$ cat src/rtl/pc_sequencer.sv
// Instruction sequencer that turns decoded opcode classes into program-counter
// commands (hold / increment / load / delay) with a bounded wait state.
module pc_sequencer (
    input  logic        clock,
    input  logic        reset,
    input  logic        start,
    input  logic        instr_valid,
    input  logic [2:0]  opClass,
    input  logic        zeroFlag,
    input  logic [19:0] immAddress,
    input  logic [19:0] regAddress,
    input  logic [9:0]  delayCount,
    output logic        instr_ready,
    output logic [1:0]  flagPC,
    output logic [19:0] newAddress,
    output logic [9:0]  delay,
    output logic        busy,
    output logic        halted,
    output logic        error
);

    typedef enum logic [2:0] {
        S_IDLE,
        S_FETCH,
        S_EXEC,
        S_WAIT,
        S_HALT
    } state_t;

    localparam logic [1:0] PC_HOLD  = 2'd0;
    localparam logic [1:0] PC_INC   = 2'd1;
    localparam logic [1:0] PC_LOAD  = 2'd2;
    localparam logic [1:0] PC_DELAY = 2'd3;

    state_t      r_state;
    logic [2:0]  r_opClass;
    logic [9:0]  r_waitCnt;

    state_t      w_nextState;
    logic [2:0]  w_nextOpClass;
    logic [9:0]  w_nextWaitCnt;
    logic [1:0]  w_nextFlagPC;
    logic [19:0] w_nextNewAddress;
    logic [9:0]  w_nextDelay;
    logic        w_nextError;

    // Outputs are computed for the state being entered, then registered, so
    // every registered output lines up with the state it describes.
    always_comb begin
        w_nextState      = r_state;
        w_nextOpClass    = r_opClass;
        w_nextWaitCnt    = r_waitCnt;
        w_nextFlagPC     = PC_HOLD;
        w_nextNewAddress = newAddress;
        w_nextDelay      = delay;
        w_nextError      = error;

        case (r_state)
            S_IDLE: begin
                if (start) begin
                    w_nextState = S_FETCH;
                end
            end
            S_FETCH: begin
                if (instr_valid) begin
                    w_nextState   = S_EXEC;
                    w_nextOpClass = opClass;
                    w_nextWaitCnt = delayCount;
                    case (opClass)
                        3'd0: w_nextFlagPC = PC_INC;
                        3'd1: begin
                            w_nextFlagPC     = PC_LOAD;
                            w_nextNewAddress = immAddress;
                        end
                        3'd2: begin
                            if (zeroFlag) begin
                                w_nextFlagPC     = PC_LOAD;
                                w_nextNewAddress = immAddress;
                            end else begin
                                w_nextFlagPC = PC_INC;
                            end
                        end
                        3'd3: begin
                            w_nextFlagPC     = PC_LOAD;
                            w_nextNewAddress = regAddress;
                        end
                        3'd4: begin
                            w_nextFlagPC = PC_DELAY;
                            w_nextDelay  = delayCount;
                        end
                        default: w_nextFlagPC = PC_HOLD;
                    endcase
                end
            end
            S_EXEC: begin
                case (r_opClass)
                    3'd4: begin
                        if (r_waitCnt != 10'd0) begin
                            w_nextState  = S_WAIT;
                            w_nextFlagPC = PC_DELAY;
                        end else begin
                            w_nextState = S_FETCH;
                        end
                    end
                    3'd5: w_nextState = S_HALT;
                    3'd6, 3'd7: begin
                        w_nextState = S_HALT;
                        w_nextError = 1'b1;
                    end
                    default: w_nextState = S_FETCH;
                endcase
            end
            S_WAIT: begin
                // The counter holds the number of WAIT cycles still owed, including this one.
                w_nextWaitCnt = r_waitCnt - 10'd1;
                if (r_waitCnt == 10'd1) begin
                    w_nextState = S_FETCH;
                end else begin
                    w_nextFlagPC = PC_DELAY;
                end
            end
            S_HALT: begin
                w_nextState = S_HALT;
            end
            default: begin
                w_nextState = S_IDLE;
            end
        endcase
    end

    always_ff @(posedge clock) begin
        if (reset) begin
            r_state     <= S_IDLE;
            r_opClass   <= 3'd0;
            r_waitCnt   <= 10'd0;
            flagPC      <= PC_HOLD;
            newAddress  <= 20'd0;
            delay       <= 10'd0;
            instr_ready <= 1'b0;
            busy        <= 1'b0;
            halted      <= 1'b0;
            error       <= 1'b0;
        end else begin
            r_state     <= w_nextState;
            r_opClass   <= w_nextOpClass;
            r_waitCnt   <= w_nextWaitCnt;
            flagPC      <= w_nextFlagPC;
            newAddress  <= w_nextNewAddress;
            delay       <= w_nextDelay;
            instr_ready <= (w_nextState == S_FETCH);
            busy        <= (w_nextState == S_FETCH) || (w_nextState == S_EXEC) ||
                           (w_nextState == S_WAIT);
            halted      <= (w_nextState == S_HALT);
            error       <= w_nextError;
        end
    end

endmodule

$ cat config.mk
export PLATFORM = sky130hd
export DESIGN_NAME = pc_sequencer
export DESIGN_NICKNAME = d
export VERILOG_FILES = /design/src/rtl/pc_sequencer.sv
export SDC_FILE = /design/constraint.sdc
export NUM_CORES = 1
export LEC_CHECK = 0
export BUFFER_PORTS_ARGS = -buffer_cell sky130_fd_sc_hd__buf_2
export CORE_ASPECT_RATIO = 1.5
export CORE_MARGIN = 1.5
export CORE_UTILIZATION = 50
export DETAILED_ROUTE_END_ITERATION = 12
export PLACE_DENSITY = 0.88
export SLEW_MARGIN = 0
export SYNTH_ARGS = -nofsm -noshare
export SYNTH_HDL_FRONTEND = slang
export SYNTH_SLANG_ARGS = --single-unit
$ cat constraint.sdc
create_clock -name clock -period 2.97 [get_ports clock]
set_input_delay 0.594 -clock clock [delete_from_list [all_inputs] [get_ports clock]]
set_output_delay 0.594 -clock clock [all_outputs]
set_load 0.02 [all_outputs]
Word level (Yosys, flattened, before mapping)
Cells that the tools add are included.

Bits in registers: 52. Output and inout bits: 36. Logic and storage cells: 62.

Add/subtract/negate cells: 1. Eq/ne operators: 19. Muxes and demuxes: 17. Reduce and logical (&&, ||, !) cells: 15.

Operator list (number): $pmux 20 s3 (1); $eq 3x3->1 const B (7); $mux 20 (1); $pmux 10 s2 (1); $eq 3x2->1 const B (6); $pmux 3 s5 (1); $mux 2 (6); $eq 10x1->1 const B (1); $mux 10 (1); $reduce_bool 10->1 (1); $sub 10x1->10 const B (1); $eq 3x1->1 const B (3); $mux 3 (3); $pmux 2 s4 (1); $logic_not 3->1 (2); $pmux 2 s3 (1); $pmux 3 s2 (1); $reduce_and 2->1 (3); $ne 2x2->1 const B (2); $reduce_and 4->1 (1); $reduce_or 2->1 (2); $reduce_and 3->1 (1); $reduce_bool 3->1 (1); $reduce_or 3->1 (1); other kinds (2) (3).

Longest topological paths before layout
Gate-level depths: netlist of the first run.

Depth after elaboration: 7. Gate-level depth with buffers: 6. Mapped depth without buffers: 6.

Worst setup path before layout of the first run
No wires, ideal clock.

Kind: input-to-reg. Start point: input instr_valid. End point: register delay[7]. Arrival time: 1.319 ns. Data required time: 2.842 ns. Setup slack: 1.524 ns. Cell stages on the path: 5. Buffers on the path: 1. Cell sequence: and4bb_2 nand3_1 buf_4 mux2i_1 nor2_1.

Cells in the longest elaborated chain, start to end: 1.

Ends and longest elaborated chain: from (decl) (line 7) `input logic instr_valid,`; $reduce_and 3->1 (no source line); to (signal assigned) (line 149) `delay <= w_nextDelay;`; to (decl) (line 16) `output logic [9:0] delay,`.

Every way passes these cells. A chain may end at the register's enable or synchronous reset.

Final worst setup path of the first run
Start point: register r_state[1]. End point: register delay[6].

Cells in the longest elaborated chain, start to end: 2.

Ends and longest elaborated chain: from (decl) (line 35) `state_t r_state;`; from (signal assigned) (line 144) `r_state <= w_nextState;`; $eq 3x1->1 (line 58) `case (r_state)`; $reduce_and 3->1 (no source line).

Every way passes these cells.

==> reports/qor.txt, run 1 <==
Post-synth top flop -> sky130_fd_sc_hd__dfxtp_1
via/cell ratio -> 5.38
Yosys reg bits -> 52
full die area -> 5390 um2
clock buffers created by TritonCTS -> 5
FP Rows -> 31
Post-Synthesis Cell Area -> 2470 um2
residual overflow from global routing -> 0
MaxCap Viol Count -> 0
top library cells by usage in the layout, fill and taps aside -> sky130_fd_sc_hd__buf_2, sky130_fd_sc_hd__dfxtp_1, sky130_fd_sc_hd__nor2_1, sky130_fd_sc_hd__mux2i_1, sky130_fd_sc_hd__a211oi_2
Crit path required time -> 3140 ps
Finished Core Util -> 63.9%
sequential group share of total power -> 51.3%
Floorplan Core Area -> 4810 um2
number of iterations in the first detailed-routing pass -> 4
largest net degree at the start of global routing -> 41
Final Hold Violating Endpoints -> 0
top cell type by total area after synthesis -> sky130_fd_sc_hd__dfxtp_1
Clock Sinks -> 52
power per unit of standard cell area -> 472 nW/um2
DR WL/cell -> 12.9 um
Worst Tran Pin Value -> 735 ps
status -> complete, no violations
clock-pin slew on the worst setup and hold paths -> 90 ps
Critical Setup Path Class -> flip-flop to flip-flop
clock group share of total power -> 32.8%
final worst setup slack -> 893 ps
number of post-CTS setup repair buffers -> 0
minimum clock period after layout -> 2080 ps
count of final setup violators -> 0
vertical die dimension -> 89.1 um
clock latency on the worst-skew pair -> 300 ps
cell at the root of the clock tree -> sky130_fd_sc_hd__clkbuf_8
number of warnings printed during yosys synthesis -> 0
unrepaired setup endpoints after global routing -> false
global-route wire length before repair -> 8.03 mm
Cells after Synth -> 256
# nets final -> 404
Antenna Violating Nets Remaining -> 0
highest clock frequency the design can meet -> 482 MHz
CTS tree -> yes
Via Count -> 2205
net switching fraction of the power -> 25.9%
DRT Wirelength -> 5.29 mm
share of the synthesized area in the top cell type -> 42.1%
number of global-route vias before repair -> 1893
Synth Area per Inst -> 9.66 um2
internal portion of total power -> 1070 uW
Boundary Pins -> 94
commonest non-fill, non-tap cell in the layout -> sky130_fd_sc_hd__buf_2
final period utilization -> 69.9%
crit path capture type -> flip-flop
die span in x -> 60.4 um
register area share after synthesis -> 42.1%
final cell area excluding filler cells -> 3070 um2
antenna violations before repair -> 0
WP data arrival -> 2250 ps
number of nets in the synthesized netlist -> 317
leak pwr -> 0.00147 uW
placement-stage cell area -> 2970 um2
Starting Density -> 51.4%
Hold Buf Count CTS -> 0
async set-or-reset flop fraction in the synthesized netlist -> 0%
setup tns final -> 0 ps
antenna cell count -> 0
share of cells above drive strength 1 -> 39.2%
Unique masters post-synth -> 41
fin. max-slew vios -> 0
maximum number of buffers from clock root to sink -> 2
type of the most critical hold path -> flip-flop to flip-flop
overall global routing resource usage -> 19.6%
Peak supply drop -> 0.349 mV
largest driver fanout on the critical path -> 15
post-placement worst setup slack -> 687 ps
count of unresolved DRC violations after routing -> 0
number of cells upsized or downsized after cts -> 0
switching power -> 376 uW
gp weighted congestion -> 0.771
number of H-tree levels -> 2
Post-synth EDFFs -> 0
relative slew slack -> 51.0%
combinational group share of total power -> 16.0%
Clock Skews -> 3.25 ps
Synth area leaders -> sky130_fd_sc_hd__dfxtp_1, sky130_fd_sc_hd__mux2i_1, sky130_fd_sc_hd__a211oi_2
HPWL after detailed placement -> 3.94 mm
input/output buffers -> 93
Hold Slack -> 502 ps
area growth from synthesis to final layout -> 24.2%
Critical Path Start Type -> flip-flop
1st-iter DRT viols -> 110
==> power groups by stage <==
stage | Sequential (uW) | Clock [uW] | Combinational, uW
after floorplan | 774 | 0 | 136
after global placement | 759 | 0 | 224
after detailed placement | 760 | 0 | 231
after CTS | 744 | 485 | 233
after global routing | 748 | 514 | 255
final | 744 | 475 | 231
==> cell type report <==
cell class,count,area [um2]
Sequential cell,52,1040
Multi-Input combinational cell,182,1330
Timing Repair Buffer,97,495
Tap cell,66,82.6
Clock inverter,2,35.0
Fill cell,426,1740
Clock buffer,6,72.6
Inverter,5,18.8
==> cell families after synthesis <==
logic type | after synthesis | synth area share (%)
simple gates | 87 | 17.9
compound gates | 60 | 20.9
flops | 52 | 42.1
mux | 32 | 13.1
buf+inv | 22 | 4.50
fa+ha+maj | 3 | 1.52
==> final timing paths <==
kind,start,endpoint,slack [ps],depth (start not counted)
worst max-delay path,r_state[1],delay[6],890,4
worst max register to register,r_state[1],delay[6],890,4
worst min-delay path,error,error,500,2
worst min register to register,error,error,500,2
==> through the flow <==
| step | power (uW) | instances |
|---|---|---|
| after floorplan | 909 | 256 |
| after global placement | 983 | 402 |
| after detailed placement | 992 | 402 |
| after CTS | 1460 | 410 |
| after global routing | 1520 | 410 |
| final | 1450 | 410 |
==> flip-flops by register name (all words and copies together) (netlist names) <==
name and count:
error 1, busy 1, r_state 3, instr_ready 1, delay 10, r_waitCnt 10
r_opClass 3, flagPC 2, halted 1, newAddress 20
==> critical path: stages (launching register included) <==
cell and delay (ps):
sky130_fd_sc_hd__dfxtp_1 450, sky130_fd_sc_hd__and4bb_2 570, sky130_fd_sc_hd__nand3_1 550, sky130_fd_sc_hd__mux2i_1 330, sky130_fd_sc_hd__nor2_1 50
==> synth_stat cells (2+ instances only) <==
cell type,n
sky130_fd_sc_hd__a21oi_1,17
sky130_fd_sc_hd__nor2_1,43
sky130_fd_sc_hd__nand2_1,13
sky130_fd_sc_hd__mux2i_1,30
sky130_fd_sc_hd__dfxtp_1,52
sky130_fd_sc_hd__o21a_1,5
sky130_fd_sc_hd__o311ai_0,2
sky130_fd_sc_hd__a211oi_2,20
sky130_fd_sc_hd__buf_2,8
sky130_fd_sc_hd__mux2_2,2
sky130_fd_sc_hd__or3_1,2
sky130_fd_sc_hd__buf_4,3
sky130_fd_sc_hd__nor3_1,7
sky130_fd_sc_hd__nor3_2,3
sky130_fd_sc_hd__a2bb2oi_1,3
sky130_fd_sc_hd__inv_1,5
sky130_fd_sc_hd__nand4_1,2
sky130_fd_sc_hd__o21ai_0,3
sky130_fd_sc_hd__ha_1,3
sky130_fd_sc_hd__clkbuf_1,4
sky130_fd_sc_hd__nand3_1,6
sky130_fd_sc_hd__o211ai_1,2
sky130_fd_sc_hd__nand3b_1,2
sky130_fd_sc_hd__a31oi_1,2
==> metal layers <==
metal  vias to the layer above  routed length [um]  global-route usage (%)
met5                         -                   0                       0
li1                       1103                   -                       -
met3                         7                 327                    4.78
met1                      1020                2060                    21.2
met4                         0                  72                    7.71
met2                        75                2830                    35.8
Power figures use the tool's default switching activity.
==> run 2: changes to the inputs <==
- CORE_UTILIZATION: 50 -> 44
- PLACE_DENSITY: 0.88 -> 0.83
- clock period: 2.97 -> 1.74 ns (I/O delays scaled with it)
==> run 2 against run 1 <==
Power up 63%. Via count down 0.82%. Count of clock-buffer cells in the layout unchanged. First-iteration DRC count down 55%. Sequential share of layout area down 0.60 points. Combinational power up 77%. Routed wire length up 4.7%.
==> reports/qor.txt, run 2 (same netlist as run 1, synthesis figures left out) <==
input/output buffers -> 93
Critical Setup Path Class -> flip-flop to flip-flop
final period utilization -> 90.8%
Clock Sinks -> 52
overall global routing resource usage -> 18.2%
ordered list of cells on the worst path -> nor3_1, and4bb_1, o41ai_2, o21ba_2
kind of cell with the highest combined delay on the critical path -> simple AND/OR/NAND/NOR gates
net switching fraction of the power -> 27.8%
full die area -> 6090 um2
count of final setup violators -> 0
cell at the root of the clock tree -> sky130_fd_sc_hd__clkbuf_8
status -> complete, no violations
final cell area excluding filler cells -> 3130 um2
setup tns final -> 0 ps
unrepaired setup endpoints after global routing -> false
area growth from synthesis to final layout -> 26.5%
count of unresolved DRC violations after routing -> 0
largest registers -> newAddress x20, delay x10, r_waitCnt x10
CTS tree -> yes
via/cell ratio -> 5.22
type of the most critical hold path -> input pin to flip-flop
global-route wire length before repair -> 8.83 mm
maximum number of buffers from clock root to sink -> 2
MaxCap Viol Count -> 0
Crit path required time -> 1940 ps
DRT Wirelength -> 5.53 mm
Critical Path Start Type -> flip-flop
relative slew slack -> 65.5%
number of global-route vias before repair -> 2065
clock buffers created by TritonCTS -> 5
number of iterations in the first detailed-routing pass -> 4
vertical die dimension -> 94.8 um
clock-pin slew on the worst setup and hold paths -> 90 ps
dpl cells -> 411
die span in x -> 64.2 um
Worst R2R Setup Slack -> 160 ps
commonest non-fill, non-tap cell in the layout -> sky130_fd_sc_hd__buf_2
number of post-CTS setup repair buffers -> 0
number of H-tree levels -> 2
internal portion of total power -> 1710 uW
FP Rows -> 33
Crit path buffers/inverters -> 0
placement-stage cell area -> 3030 um2
minimum clock period after layout -> 1580 ps
Peak supply drop -> 0.524 mV
sequential group share of total power -> 54.0%
# nets final -> 409
largest net degree at the start of global routing -> 41
1st-iter DRT viols -> 50
highest cell delay on the worst timing path -> 440 ps
antenna violations before repair -> 0
leak pwr -> 0.00149 uW
number of cells upsized or downsized after cts -> 0
Antenna Violating Nets Remaining -> 0
library cell contributing the largest single delay on the critical path -> sky130_fd_sc_hd__nor3_1
Final Hold Violating Endpoints -> 0
combinational group share of total power -> 17.3%
power per unit of standard cell area -> 755 nW/um2
gp weighted congestion -> 0.894
Starting Density -> 45.4%
Floorplan Core Area -> 5450 um2
residual overflow from global routing -> 0
max reg flops -> 20
Final Non-Filler Cells -> 419
largest driver fanout on the critical path -> 6
Via Count -> 2187
Worst Tran Pin Value -> 511 ps
switching power -> 656 uW
crit path capture type -> flip-flop
clock group share of total power -> 28.7%
HPWL after detailed placement -> 4.33 mm
share of cells above drive strength 1 -> 40.1%
Largest Register -> newAddress
fin. max-slew vios -> 0
Hold Buf Count CTS -> 0
DR WL/cell -> 13.2 um
top library cells by usage in the layout, fill and taps aside -> sky130_fd_sc_hd__buf_2, sky130_fd_sc_hd__dfxtp_1, sky130_fd_sc_hd__nor2_1, sky130_fd_sc_hd__mux2i_1, sky130_fd_sc_hd__a211oi_2
WP data arrival -> 1780 ps
clock latency on the worst-skew pair -> 310 ps
antenna cell count -> 0
Clock Skews -> 7.14 ps
highest clock frequency the design can meet -> 633 MHz
Boundary Pins -> 94
==> run 2: final cells by class <==
class	count	area [um2]
fill	513	2320
multi-input combinational	182	1330
sequential	52	1040
timing repair buffer	102	558
tap	70	87.6
clock buffer	6	72.6
inverter	5	18.8
clock inverter	2	16.3
==> run 2: power by group through the flow <==
stage / clock network, uW / logic (uW) / registers [uW]
2_1_floorplan: 0 / 231 / 1320
3_3_place_gp: 0 / 396 / 1300
3_5_place_dp: 0 / 410 / 1300
4_1_cts: 710 / 411 / 1270
5_1_grt: 758 / 450 / 1280
6_report: 679 / 408 / 1270
==> run 2: worst paths after layout <==
kind                                   start         end  cells after the start
worst max-delay path            r_waitCnt[5]  r_state[1]                      4
worst max register to register  r_waitCnt[5]  r_state[1]                      4
worst min register to register         error       error                      2
worst min-delay path                   reset  r_state[2]                      2
==> run 2: routing by layer <==
metal | GRT usage (%) | wire length (um) | part of all wire [%]
met1 | 18.5 | 2130 | 39
met5 | 0 | 0 | 0
met3 | 3.46 | 317 | 5.7
met2 | 35.6 | 2990 | 54
met4 | 7.27 | 94 | 1.7
==> run 2: stage by stage <==
step / power [uW] / util (%) / hold WS (ps) / worst slack [ps]
final: 2360 / 57.4 / 270 / 161
after global routing: 2490 / 57.4 / 271 / 27.3
after CTS: 2390 / 57.3 / 263 / 164
after detailed placement: 1710 / 55.6 / 467 / 184
after global placement: 1690 / 55.6 / 461 / 229
after floorplan: 1550 / - / 457 / 328
